**src/rtl/modulation_pkg.sv**
```systemverilog
// -----------------------------------------------------------------------------
// modulation_pkg
// Shared definitions for the modulation symbol feeder:
//   - default symbol length and carrier table depth
//   - carrier table (signed Q16: 65536 represents +1.0), one full period
//   - feeder state enum
// -----------------------------------------------------------------------------
package modulation_pkg;

  localparam int DEF_SAMPLES_PER_SYM = 8;
  localparam int DEF_TABLE_DEPTH     = 8;

  typedef enum logic {
    IDLE = 1'b0,
    RUN  = 1'b1
  } feeder_state_t;

  // One period of the carrier in 8 steps, Q16 signed (sin at 45 degree steps).
  function automatic logic signed [31:0] carrier_q16(input logic [2:0] idx);
    logic signed [31:0] v;
    case (idx)
      3'd0:    v = 32'sd0;
      3'd1:    v = 32'sd46341;
      3'd2:    v = 32'sd65536;
      3'd3:    v = 32'sd46341;
      3'd4:    v = 32'sd0;
      3'd5:    v = -32'sd46341;
      3'd6:    v = -32'sd65536;
      default: v = -32'sd46341;
    endcase
    return v;
  endfunction

endpackage

```
**src/rtl/carrier_phase_rom.sv**
```systemverilog
// -----------------------------------------------------------------------------
// carrier_phase_rom
// Registered carrier table lookup. Produces the table sample at i_idx and its
// two's-complement negation one clock later; both read 0 when i_en is low.
// Ports:
//   clk, reset   clock, synchronous active-high reset
//   i_en         lookup enable (feeder in RUN)
//   i_idx        table index
//   o_sample     registered TABLE[i_idx], sign-extended to DATA_W
//   o_sample_m   registered 0 - TABLE[i_idx] modulo 2^DATA_W
// -----------------------------------------------------------------------------
module carrier_phase_rom
  import modulation_pkg::*;
#(
  parameter int DATA_W      = 32,
  parameter int TABLE_DEPTH = DEF_TABLE_DEPTH,
  localparam int IDX_W      = $clog2(TABLE_DEPTH)
) (
  input  logic              clk,
  input  logic              reset,
  input  logic              i_en,
  input  logic [IDX_W-1:0]  i_idx,
  output logic [DATA_W-1:0] o_sample,
  output logic [DATA_W-1:0] o_sample_m
);

  logic signed [31:0]       w_tab;
  logic signed [DATA_W-1:0] w_sample;

  // The table holds one 8-step period; the index is taken modulo 8.
  assign w_tab    = carrier_q16(3'(i_idx));
  assign w_sample = DATA_W'(w_tab);

  always_ff @(posedge clk) begin
    if (reset) begin
      o_sample   <= '0;
      o_sample_m <= '0;
    end else if (i_en) begin
      o_sample   <= w_sample;
      o_sample_m <= '0 - w_sample;
    end else begin
      o_sample   <= '0;
      o_sample_m <= '0;
    end
  end

endmodule

```
**src/rtl/modulation_symbol_feeder.sv**
```systemverilog
// -----------------------------------------------------------------------------
// modulation_symbol_feeder
// Accepts symbol words over valid/ready, holds each on input_bit for
// SAMPLES_PER_SYM samples while stepping a continuous-phase carrier table.
// Ports:
//   clk, reset        clock, synchronous active-high reset
//   sym_valid/ready   upstream handshake (ready registered, = !pending full)
//   sym_data          symbol word
//   input_bit         held symbol word (0 when idle)
//   array_ref_wire    carrier sample; array_ref_m_wire is its negation
//   seg_valid         outputs carry a live sample
//   sym_start/last    first / last sample of a symbol
//   gap_cnt           saturating count of symbol ends with nothing queued
// Pipeline: state regs (cur, phase, idx) feed a second register stage that
// drives every output, so the first sample appears two edges after accept.
// -----------------------------------------------------------------------------
module modulation_symbol_feeder
  import modulation_pkg::*;
#(
  parameter int DATA_W          = 32,
  parameter int SAMPLES_PER_SYM = DEF_SAMPLES_PER_SYM,
  parameter int TABLE_DEPTH     = DEF_TABLE_DEPTH,
  parameter int CNT_W           = 16
) (
  input  logic              clk,
  input  logic              reset,
  input  logic              sym_valid,
  input  logic [DATA_W-1:0] sym_data,
  output logic              sym_ready,
  output logic [DATA_W-1:0] input_bit,
  output logic [DATA_W-1:0] array_ref_wire,
  output logic [DATA_W-1:0] array_ref_m_wire,
  output logic              seg_valid,
  output logic              sym_start,
  output logic              sym_last,
  output logic [CNT_W-1:0]  gap_cnt
);

  localparam int IDX_W = $clog2(TABLE_DEPTH);
  localparam int PH_W  = $clog2(SAMPLES_PER_SYM);
  localparam logic [PH_W-1:0] PH_LAST = PH_W'(SAMPLES_PER_SYM - 1);

  feeder_state_t     r_state;
  logic [DATA_W-1:0] r_cur;
  logic [DATA_W-1:0] r_nxt;
  logic              r_nxt_valid;
  logic [PH_W-1:0]   r_phase;
  logic [IDX_W-1:0]  r_idx;
  logic              r_gap_evt;
  logic              r_sym_ready;
  logic [DATA_W-1:0] r_input_bit;
  logic              r_seg_valid;
  logic              r_sym_start;
  logic              r_sym_last;
  logic [CNT_W-1:0]  r_gap_cnt;

  logic w_accept;
  logic w_end;
  logic w_load_nxt;
  logic w_load_direct;
  logic w_capture;
  logic w_nxt_valid_d;

  assign w_accept      = sym_valid & r_sym_ready;
  assign w_end         = (r_state == RUN) && (r_phase == PH_LAST);
  // The pending word moves to cur whenever cur is free or finishing.
  assign w_load_nxt    = r_nxt_valid & ((r_state == IDLE) | w_end);
  // A word arriving exactly at a symbol end with nothing pending bypasses nxt.
  assign w_load_direct = w_accept & w_end & ~r_nxt_valid;
  assign w_capture     = w_accept & ~w_load_direct;
  assign w_nxt_valid_d = w_capture | (r_nxt_valid & ~w_load_nxt);

  always_ff @(posedge clk) begin
    if (reset) begin
      r_state     <= IDLE;
      r_cur       <= '0;
      r_nxt       <= '0;
      r_nxt_valid <= 1'b0;
      r_phase     <= '0;
      r_idx       <= '0;
      r_gap_evt   <= 1'b0;
      r_sym_ready <= 1'b0;
      r_input_bit <= '0;
      r_seg_valid <= 1'b0;
      r_sym_start <= 1'b0;
      r_sym_last  <= 1'b0;
      r_gap_cnt   <= '0;
    end else begin
      r_nxt_valid <= w_nxt_valid_d;
      r_sym_ready <= ~w_nxt_valid_d;
      if (w_capture) r_nxt <= sym_data;
      r_gap_evt <= 1'b0;

      case (r_state)
        IDLE: begin
          r_idx   <= '0;
          r_phase <= '0;
          if (r_nxt_valid) begin
            r_cur   <= r_nxt;
            r_state <= RUN;
          end
        end
        RUN: begin
          // idx runs freely across symbols to keep the carrier phase continuous
          r_idx <= r_idx + IDX_W'(1);
          if (w_end) begin
            r_phase <= '0;
            if (w_load_nxt) begin
              r_cur <= r_nxt;
            end else if (w_load_direct) begin
              r_cur <= sym_data;
            end else begin
              r_state   <= IDLE;
              r_gap_evt <= 1'b1;
            end
          end else begin
            r_phase <= r_phase + PH_W'(1);
          end
        end
        default: r_state <= IDLE;
      endcase

      // Output stage, aligned with the ROM's registered sample.
      r_seg_valid <= (r_state == RUN);
      r_input_bit <= (r_state == RUN) ? r_cur : '0;
      r_sym_start <= (r_state == RUN) && (r_phase == '0);
      r_sym_last  <= w_end;
      // Delayed one edge so the count moves after the last sample is shown.
      if (r_gap_evt && (r_gap_cnt != {CNT_W{1'b1}}))
        r_gap_cnt <= r_gap_cnt + CNT_W'(1);
    end
  end

  carrier_phase_rom #(
    .DATA_W      (DATA_W),
    .TABLE_DEPTH (TABLE_DEPTH)
  ) u_rom (
    .clk        (clk),
    .reset      (reset),
    .i_en       (r_state == RUN),
    .i_idx      (r_idx),
    .o_sample   (array_ref_wire),
    .o_sample_m (array_ref_m_wire)
  );

  assign sym_ready = r_sym_ready;
  assign input_bit = r_input_bit;
  assign seg_valid = r_seg_valid;
  assign sym_start = r_sym_start;
  assign sym_last  = r_sym_last;
  assign gap_cnt   = r_gap_cnt;

endmodule

```
**config.mk**
```make
export PLATFORM = sky130hd
export DESIGN_NAME = modulation_symbol_feeder
export DESIGN_NICKNAME = d
export VERILOG_FILES = /design/src/rtl/modulation_pkg.sv /design/src/rtl/carrier_phase_rom.sv /design/src/rtl/modulation_symbol_feeder.sv
export SDC_FILE = /design/constraint.sdc
export NUM_CORES = 1
export LEC_CHECK = 0
export BUFFER_PORTS_ARGS = -buffer_cell sky130_fd_sc_hd__buf_2
export CAP_MARGIN = 30
export CORE_UTILIZATION = 55
export CTS_CLUSTER_DIAMETER = 60
export CTS_CLUSTER_SIZE = 30
export DETAILED_ROUTE_END_ITERATION = 8
export HOLD_SLACK_MARGIN = 0.05
export MAX_ROUTING_LAYER = met4
export PLACE_DENSITY = 0.84
export REMOVE_ABC_BUFFERS = 1
export SYNTH_ARGS = -nofsm -noshare
export SYNTH_HDL_FRONTEND = slang
export SYNTH_SLANG_ARGS = --single-unit
```
**constraint.sdc**
```tcl
create_clock -name clk -period 3.4 [get_ports clk]
set_input_delay 0.68 -clock clk [delete_from_list [all_inputs] [get_ports clk]]
set_output_delay 0.68 -clock clk [all_outputs]
set_load 0.01 [all_outputs]
```
==> results.ini, run 1 <==
[status]
outcome = completed

[setup_path]
cp_data_required_time_ps = 3790
crit_path_frequent_cell = ha_1
path_delay_family = adder cells
cp-end-kind = flop
cp_cell_sequence = ha_1, ha_1, nor2b_1, a21oi_4, buf_4, nor2_1, a211oi_1
crit_buf_inv = 1
cp-start-kind = flop
cp.depth = 7
reg2reg_depth = 7
cp.arrival_ps = 2810
slowest_stage = buf_4
critPathMaxFanout = 54
critical_path_class = reg2reg
max_stage_delay_ps = 510

[sta]
slew_headroom_pct = 35.0
finalCriticalPeriod_ps = 2420
finalCritPeriodShare_pct = 71.0
slew_viol_final = 0
fin_ws_ps = 984
hold_violations = 0
finalClockSkew_ps = 10.1
rsz0062_at_grt = false
max_freq_mhz = 414
setup_viol = 0
worst_slew_pin_slew_ps = 975

[layout]
multi_input_area_um2 = 2110
drive_gt1_share_pct = 28.6
layout_commonest_cell = buf_2
ff_latch_area_um2 = 2660
nets = 709
syn_to_final_growth_pct = 20.3
mostFrequentLayoutCells = buf_2, dfxtp_1, nand2_1
fill_cells = 731
instances_no_fill = 808

[placed_design]
io_buffers = 150
hpwlAfterDp_mm = 7.29
gp_congestion = 0.803
preCtsSetupSlack_ps = 1090
dp_cells = 775

[global_routing]
grt_pass1_vias = 3790
grt_max_degree = 85
grt_overflow_total = 0
grt_use_total_pct = 23.1
antenna_found_initial = 0
grt_pass1_wl_mm = 17.7

[power_and_ir_drop]
p_leak_nw = 2.76
power.share.sequential_pct = 43.9
internal_power_mw = 2.92
swShare_pct = 21.4
clkPwrFrac_pct = 50.9
switchingPower_uw = 796
ir_drop_v = 0.000374
combPwrFrac_pct = 5.2
powerDensity_nw_per_um2 = 580

[cts]
cts_tree = built
cts_resized = 0
cts.sinks = 133
cts-root-buf = clkbuf_8
postCtsSetupBuffers = 0
cts_buffers = 17
clockBufferDepth = 2
clk_pin_slew_ps = 60
htree_levels = 4
clock_latency_ps = 500
holdBufCountCts = 0

[die]
core.rowCount = 35
start_util_pct = 57.1
die_h_um = 100
die_x_um = 100
boundaryPins = 151
die_area_um2 = 10100
coreArea_um2 = 9330

[yosys]
syn_avg_cell_area_um2 = 9.23
yosys_warnings = 0
synth_ff_type = dfxtp_1
syn_area_um2 = 5330
synth_cells = 577
synth_enable_flop_cells = 0
async_flop_share_pct = 0
synth-seq-cells = 133
yosysSeqAreaShare_pct = 50.0
ys_types = 40

[drt]
final_antenna_net_count = 0
drtIter0Drc = 179
vias = 4217
drc = 0
vias_per_cell = 5.22
wl_mm = 11.1
wire_per_inst_um = 13.7
drtPass1Iterations = 5

[hold_path]
holdPathStages = 3
hold_class = in2reg

[job]
cap_violations = 0

==> Yosys cell counts, drive strengths merged (2+ instances only) <==
| master | count | area, µm² |
|---|---|---|
| dfxtp | 133 | 2660 |
| nand2 | 76 | 285 |
| buf | 63 | 455 |
| a21oi | 48 | 240 |
| nor2 | 46 | 173 |
| and2 | 35 | 219 |
| a211oi | 33 | 248 |
| mux2i | 33 | 330 |
| clkbuf | 23 | 86.3 |
| inv | 11 | 41.3 |
| ha | 9 | 113 |
| nand4 | 7 | 56.3 |
| nor3 | 6 | 30.0 |
| o21ai | 6 | 30.0 |
| or3 | 6 | 37.5 |
| nor4 | 5 | 43.8 |
| nand3 | 4 | 20.0 |
| and3 | 3 | 18.8 |
| nor2b | 3 | 18.8 |
| nor3b | 3 | 22.5 |
| o31ai | 3 | 22.5 |
| or4 | 3 | 22.5 |
| a31oi | 2 | 12.5 |
| nand2b | 2 | 12.5 |
| nor4b | 2 | 17.5 |
==> area by class of cell <==
class	instances	area share (%)
Inverter	11	0.644
Clock buffer	22	7.07
Clock inverter	10	2.68
Multi-Input combinational cell	347	33.0
Timing Repair Buffer	155	12.5
Tap cell	129	2.52
Antenna cell	1	0.0391
Sequential cell	133	41.6
==> power groups by stage <==
| stage | clock network [mW] | registers [mW] | logic (mW) |
|---|---|---|---|
| final | 1.89 | 1.63 | 0.193 |
| after global routing | 1.99 | 1.64 | 0.215 |
| after CTS | 1.92 | 1.63 | 0.193 |
| after detailed placement | 0 | 1.66 | 0.191 |
| after global placement | 0 | 1.66 | 0.181 |
| after floorplan | 0 | 1.66 | 0.112 |
==> sequential cells by signal, indices dropped and copies added, names as in the netlist <==
signal,cells
u_rom.o_sample,3
r_gap_evt,1
r_idx,3
sym_last,1
sym_start,1
seg_valid,1
sym_ready,1
u_rom.o_sample_m,5
gap_cnt,16
r_nxt,32
r_state,1
r_phase,3
r_nxt_valid,1
input_bit,32
r_cur,32
==> layer usage <==
layer,wire length [µm],up-vias,track usage [%]
li1,-,2089,-
met2,5800,152,40.8
met5,0,-,-
met1,4630,1964,25.7
met3,571,12,5.92
met4,108,0,6.58
==> worst reg2reg max path, delay by kind of cell, from the launching register on <==
kind	cells	cell delay (ps)
adders and majority gates	2	600
buffers and inverters	1	510
AOI/OAI and AO/OA	2	550
and+or+nand+nor	2	270
DFF	1	370
==> cells by family after synthesis <==
logic type	Yosys count	synth area share, %
flip-flops	133	50.0
multiplexers	34	6.41
buffers and inverters	97	10.9
AO/OA/AOI/OAI	98	11.4
AND/OR/NAND/NOR	205	19.0
XOR/XNOR	1	0.164
adder cells (fa/ha/maj)	9	2.11
==> final timing paths <==
| kind | from | end | slack [ps] |
|---|---|---|---|
| max | r_phase[0] | r_cur[13] | 980 |
| min | sym_data[4] | r_nxt[4] | 430 |
| max reg2reg | r_phase[0] | r_cur[13] | 980 |
| min reg2reg | r_phase[2] | sym_start | 450 |
==> metrics by stage <==
step	hold WS, ps	utilization [%]	TNS [ps]	total power [mW]	area (µm²)
2_1_floorplan	405	-	-5700	1.77	4780
3_3_place_gp	434	62.0	0	1.84	5780
3_5_place_dp	437	62.0	0	1.86	5780
4_1_cts	404	68.7	0	3.74	6400
5_1_grt	419	68.7	0	3.84	6400
6_report	429	68.7	0	3.72	6410
Note: power is estimated with default switching activity, not from simulation.
==> run 2, diff against run 1 <==
ABC_AREA = 1   (was unset)
CORE_UTILIZATION = 52   (was 55)
PLACE_DENSITY = 0.79   (was 0.84)
clock period = 2.4 ns   (was 3.4 ns; I/O delays follow)
==> results.ini, run 2 <==
[global_routing]
grt_use_total_pct = 21.9  ; -1.1 points
grt_max_degree = 65  ; -24%
antenna_found_initial = 0  ; unchanged
grt_pass1_vias = 4193  ; +11%
grt_pass1_wl_mm = 18.8  ; +6.1%
grt_overflow_total = 0  ; unchanged

[yosys]
yosysTopAreaCellShare_pct = 48.8  ; -1.2 points
yosysSeqAreaShare_pct = 48.8  ; -1.2 points
synth_simple_gate_area_share_pct = 15.7  ; -3.3 points
ys_types = 27  ; -33%
synth_top_cells_by_count = dfxtp_1, inv_1, nor2_1
synth_ff_type = dfxtp_1
synth_compound_area_share_pct = 16.6  ; +5.2 points
synth_cells = 700  ; +21%
synth_mux_area_share_pct = 0  ; -6.4 points
synth_top_family_by_area = buffers and inverters
yosys_warnings = 0  ; unchanged
synth_fa_ha_area_share_pct = 2.06  ; -0.051 points
synth_most_common_cell = dfxtp_1
synth_xor_area_share_pct = 0  ; -0.16 points
syn_avg_cell_area_um2 = 7.80  ; -16%
synth-seq-cells = 133  ; unchanged
syn_area_um2 = 5460  ; +2.5%
synth_enable_flop_cells = 0  ; unchanged
async_flop_share_pct = 0  ; unchanged
synth_area_leaders = dfxtp_1, buf_4, o21ai_0
synth.largest_area_cell = dfxtp_1

[die]
start_util_pct = 53.4  ; -3.7 points
coreArea_um2 = 10200  ; +9.7%
die_x_um = 104  ; +4.0%
core.rowCount = 37  ; +5.7%
boundaryPins = 151  ; unchanged
die_h_um = 104  ; +4.0%
die_area_um2 = 10900  ; +8.2%

[layout]
fill_cells = 890  ; +22%
nets = 830  ; +17%
mostFrequentLayoutCells = buf_2, dfxtp_1, inv_1, nor2_1, o21ai_0
antennaDiodeCount = 0  ; -1
drive_gt1_share_pct = 25.8  ; -2.8 points
syn_to_final_growth_pct = 18.9
layout_commonest_cell = buf_2
final_cell_area_um2 = 6490  ; +1.3%

[cts]
cts_tree = built
clk_pin_slew_ps = 60  ; about the same
clock_latency_ps = 510  ; about the same
postCtsSetupBuffers = 0  ; unchanged
cts_resized = 0  ; unchanged
cts.sinks = 133  ; unchanged
cts_buffers = 17  ; unchanged
holdBufCountCts = 0  ; unchanged
htree_levels = 4  ; unchanged
clockBufferDepth = 2  ; unchanged
cts-root-buf = clkbuf_8

[hold_path]
min_delay_worst_endpoint = r_nxt_valid
holdPathStages = 2  ; -1
hold_class = in2reg
min_from = reset

[drt]
drc = 0  ; unchanged
vias_per_cell = 4.91  ; -5.9%
top_layer = met4
wire_per_inst_um = 12.2  ; -11%
wl_mm = 11.4  ; +3.0%
wl_met3_um = 538  ; -5.8%
drt-met1-wl_mm = 4.82  ; +4.2%
drtIter0Drc = 243  ; +36%
vias = 4590  ; +8.8%
final_antenna_net_count = 0  ; unchanged
drtPass1Iterations = 4  ; -1
wl_met2_mm = 5.87  ; +1.2%

[power_and_ir_drop]
powerDensity_nw_per_um2 = 823  ; +42%
ir_drop_v = 0.000495  ; +32%
p_leak_nw = 3.07  ; +11%

[sta]
finalSetupTns_ps = 0  ; unchanged
finalClockSkew_ps = 8.27  ; -1.88 ps
slew_viol_final = 0  ; unchanged
timing.hold.ws_ps = 223  ; -206 ps
finalCritPeriodShare_pct = 89.4  ; +18 points
hold_violations = 0  ; unchanged
rsz0062_at_grt = false
worst_slew_pin_slew_ps = 785  ; -189 ps
slew_headroom_pct = 47.4  ; +12 points
finalCriticalPeriod_ps = 2150  ; -270 ps
fin_ws_ps = 254  ; -730 ps
max_freq_mhz = 466  ; +13%
setup_viol = 0  ; unchanged

[placed_design]
preCtsSetupSlack_ps = 386  ; -702 ps
io_buffers = 150  ; unchanged
hpwlAfterDp_mm = 7.69  ; +5.5%
gp_congestion = 0.896  ; +12%
dpl_cell_area_um2 = 5870  ; +1.5%

[job]
cap_violations = 0  ; unchanged

[setup_path]
worstReg2RegEnd = r_cur[31]
cp_cell_sequence = ha_1, ha_1, nand2_2, o21ai_4, buf_12, o21ai_0, a21oi_1
ff2ff_setup_slack_ps = 250  ; -730 ps
cp-end-kind = flop
max_stage_delay_ps = 630  ; +120 ps
critical_path_class = reg2reg
crit_path_frequent_cell = ha_1
cp_data_required_time_ps = 2840  ; -950 ps
slowest_stage = o21ai_4
reg2reg_depth = 7  ; unchanged
cp.arrival_ps = 2580  ; -230 ps
crit-reg2reg-launch = r_phase[0]
cp-start-kind = flop
critPathMaxFanout = 34  ; -37%

[status]
outcome = completed

run 2: how the worst max path moves through the flow:
stage               start    endpoint  slack, ps
4_1_cts        r_phase[0]   r_cur[31]        290
2_1_floorplan       reset  r_phase[0]       -540
3_5_place_dp   r_phase[0]    r_cur[3]        390
3_3_place_gp   r_phase[0]   r_cur[20]        480
6_report       r_phase[0]   r_cur[31]        250
5_1_grt        r_phase[0]   r_cur[31]        110
run 2: logic make-up (layout without fill, tap and decap cells):
kind of cell    Yosys count  in the layout
simple gates            202            202
compound gates          178            178
buf+inv                 178            277
flops                   133            133
fa+ha+maj                 9              9
run 2: metrics by stage:
stage	cells	power, mW	utilization (%)
detailed placement	903	2.69	57.4
global placement	903	2.67	57.4
floorplan	611	2.57	-
CTS	935	5.38	63.4
global route	935	5.54	63.4
finish	935	5.34	63.4
run 2: area by class of cell:
| class | instances | area, µm² | area share [%] |
|---|---|---|---|
| clock buffers | 21 | 449 | 6.92 |
| clock inverters | 11 | 174 | 2.68 |
| inverters | 89 | 334 | 5.15 |
| multi-input cells | 389 | 1880 | 29.0 |
| flip-flops and latches | 133 | 2660 | 41.0 |
| well taps | 136 | 170 | 2.62 |
| repair buffers | 156 | 821 | 12.6 |
run 2: critical path: cells and delay by family, from the launching register on:
family / cells / cell delay, ps
compound gates: 3 / 960
flops: 1 / 370
fa+ha+maj: 2 / 370
buf+inv: 1 / 260
simple gates: 1 / 90
run 2: metal layers:
metal,vias to the layer above,global-route usage [%]
met2,117,37.5
met3,22,4.39
met1,2119,24.5
li1,2332,-
met5,-,-
met4,0,10.4
run 2: power breakdown:
part | internal [mW] | switching (mW) | total (mW)
Clock | 1.75 | 0.946 | 2.69
Sequential | 2.29 | 0.0350 | 2.32
Combinational | 0.118 | 0.205 | 0.323
==> run 3, diff against run 2 <==
ABC_AREA = unset   (was 1)
PLACE_DENSITY = 0.8   (was 0.79)
==> results.ini, run 3 (synthesized netlist as in run 1, its figures left out) <==
[cts]
htree_levels = 4  ; unchanged
cts-root-buf = clkbuf_8
cts_resized = 0  ; unchanged
postCtsSetupBuffers = 0  ; unchanged
clock_latency_ps = 500  ; about the same
cts.sinks = 133  ; unchanged
clockBufferDepth = 2  ; unchanged
cts_tree = built
cts_buffers = 17  ; unchanged
holdBufCountCts = 0  ; unchanged
clk_pin_slew_ps = 60  ; about the same

[drt]
drc = 0  ; unchanged
final_antenna_net_count = 0  ; unchanged
drtIter0Drc = 154  ; -37%
wl_mm = 11.0  ; -3.8%
vias_per_cell = 5.16  ; +5.1%
drtPass1Iterations = 4  ; unchanged
vias = 4215  ; -8.2%
wire_per_inst_um = 13.5  ; +10%

[die]
die_h_um = 103  ; -1.2%
start_util_pct = 54.0  ; +0.64 points
boundaryPins = 151  ; unchanged
die_x_um = 103  ; -1.2%
coreArea_um2 = 9860  ; -3.6%
core.rowCount = 36  ; -2.7%
die_area_um2 = 10700  ; -2.4%

[setup_path]
path_delay_family = adder cells
cp.arrival_ps = 2400  ; -180 ps
max_stage_delay_ps = 410  ; -220 ps
crit_buf_inv = 1  ; unchanged
cp_data_required_time_ps = 2810  ; -30 ps
critPathMaxFanout = 36  ; +5.9%
cp-end-kind = flop
cp_cell_sequence = ha_1, ha_1, nor2b_1, a21oi_4, buf_4, nor2_1, a211oi_1
cp-start-kind = flop
crit_path_frequent_cell = ha_1
slowest_stage = ha_1
critical_path_class = reg2reg

[global_routing]
grt_overflow_total = 0  ; unchanged
grt_max_degree = 50  ; -23%
grt_pass1_vias = 3845  ; -8.3%
grt_pass1_wl_mm = 17.5  ; -7.0%
grt_use_total_pct = 21.9  ; -0.054 points
antenna_found_initial = 1  ; +1

[sta]
finalClockSkew_ps = 11.7  ; +3.41 ps
max_freq_mhz = 502  ; +7.7%
setup_viol = 0  ; unchanged
slew_headroom_pct = 55.7  ; +8.2 points
timing.hold.ws_ps = 223  ; +0.590 ps
slew_viol_final = 0  ; unchanged
worst_slew_pin_slew_ps = 659  ; -126 ps
hold_violations = 0  ; unchanged
rsz0062_at_grt = false
finalCritPeriodShare_pct = 83.0  ; -6.4 points
finalCriticalPeriod_ps = 1990  ; -154 ps
fin_ws_ps = 408  ; +154 ps

[layout]
drive_gt1_share_pct = 29.6  ; +3.8 points
layout_commonest_cell = buf_2
syn_to_final_growth_pct = 20.1
nets = 714  ; -14%
final_cell_area_um2 = 6400  ; -1.5%
mostFrequentLayoutCells = buf_2, dfxtp_1, nand2_1
utilization_pct = 64.8  ; +1.4 points

[placed_design]
preCtsSetupSlack_ps = 397  ; +11.1 ps
gp_congestion = 0.816  ; -9.0%
dpl_cell_area_um2 = 5810  ; -0.98%
io_buffers = 150  ; unchanged
hpwlAfterDp_mm = 7.25  ; -5.7%

[power_and_ir_drop]
p_total_mw = 5.12  ; -4.2%
powerDensity_nw_per_um2 = 800  ; -2.8%
p_leak_nw = 2.77  ; -9.7%
ir_drop_v = 0.000427  ; -14%

[status]
outcome = completed

[job]
cap_violations = 0  ; unchanged

[hold_path]
hold_class = in2reg

run 3: cell type report:
type,count,area [µm²]
Tap cell,133,166
Inverter,11,41.3
Clock buffer,17,414
Timing Repair Buffer,160,826
Clock inverter,15,169
Antenna cell,1,2.50
Sequential cell,133,2660
Fill cell,818,3470
Multi-Input combinational cell,347,2110
run 3: path summary, 6_finish.rpt:
| path | startpoint | depth (start not counted) | endpoint | slack [ps] |
|---|---|---|---|---|
| setup reg to reg | r_phase[0] | 7 | r_cur[5] | 410 |
| hold / removal | sym_data[2] | 3 | r_nxt[2] | 220 |
| hold reg to reg | r_nxt[20] | 2 | r_nxt[20] | 450 |
| setup / recovery | r_phase[0] | 7 | r_cur[5] | 410 |
run 3: through the flow:
stage | cells | setup TNS, ps
final | 817 | 0
after global routing | 817 | 0
after CTS | 816 | 0
after detailed placement | 784 | 0
after global placement | 784 | 0
after floorplan | 491 | -37700
run 3: power by group:
group	leakage, nW	internal [mW]	switching, mW
clock	0.284	1.51	1.02
sequential	1.08	2.28	0.0346
combinational	1.41	0.111	0.164
run 3: per-layer routing:
layer / up-vias / GRT usage [%] / share of wire, %
met1: 1969 / 23.8 / 42
met2: 136 / 39.2 / 52
met3: 7 / 5.51 / 5.0
met4: 0 / 6.83 / 0.57
met5: - / - / 0
li1: 2103 / - / -
run 3: worst register-to-register path, cell delays in order (launching register included):
cell and delay, ps:
dfxtp_1 360, ha_1 160, ha_1 410, nor2b_1 170, a21oi_4 140, buf_4 350
nor2_1 100, a211oi_1 220
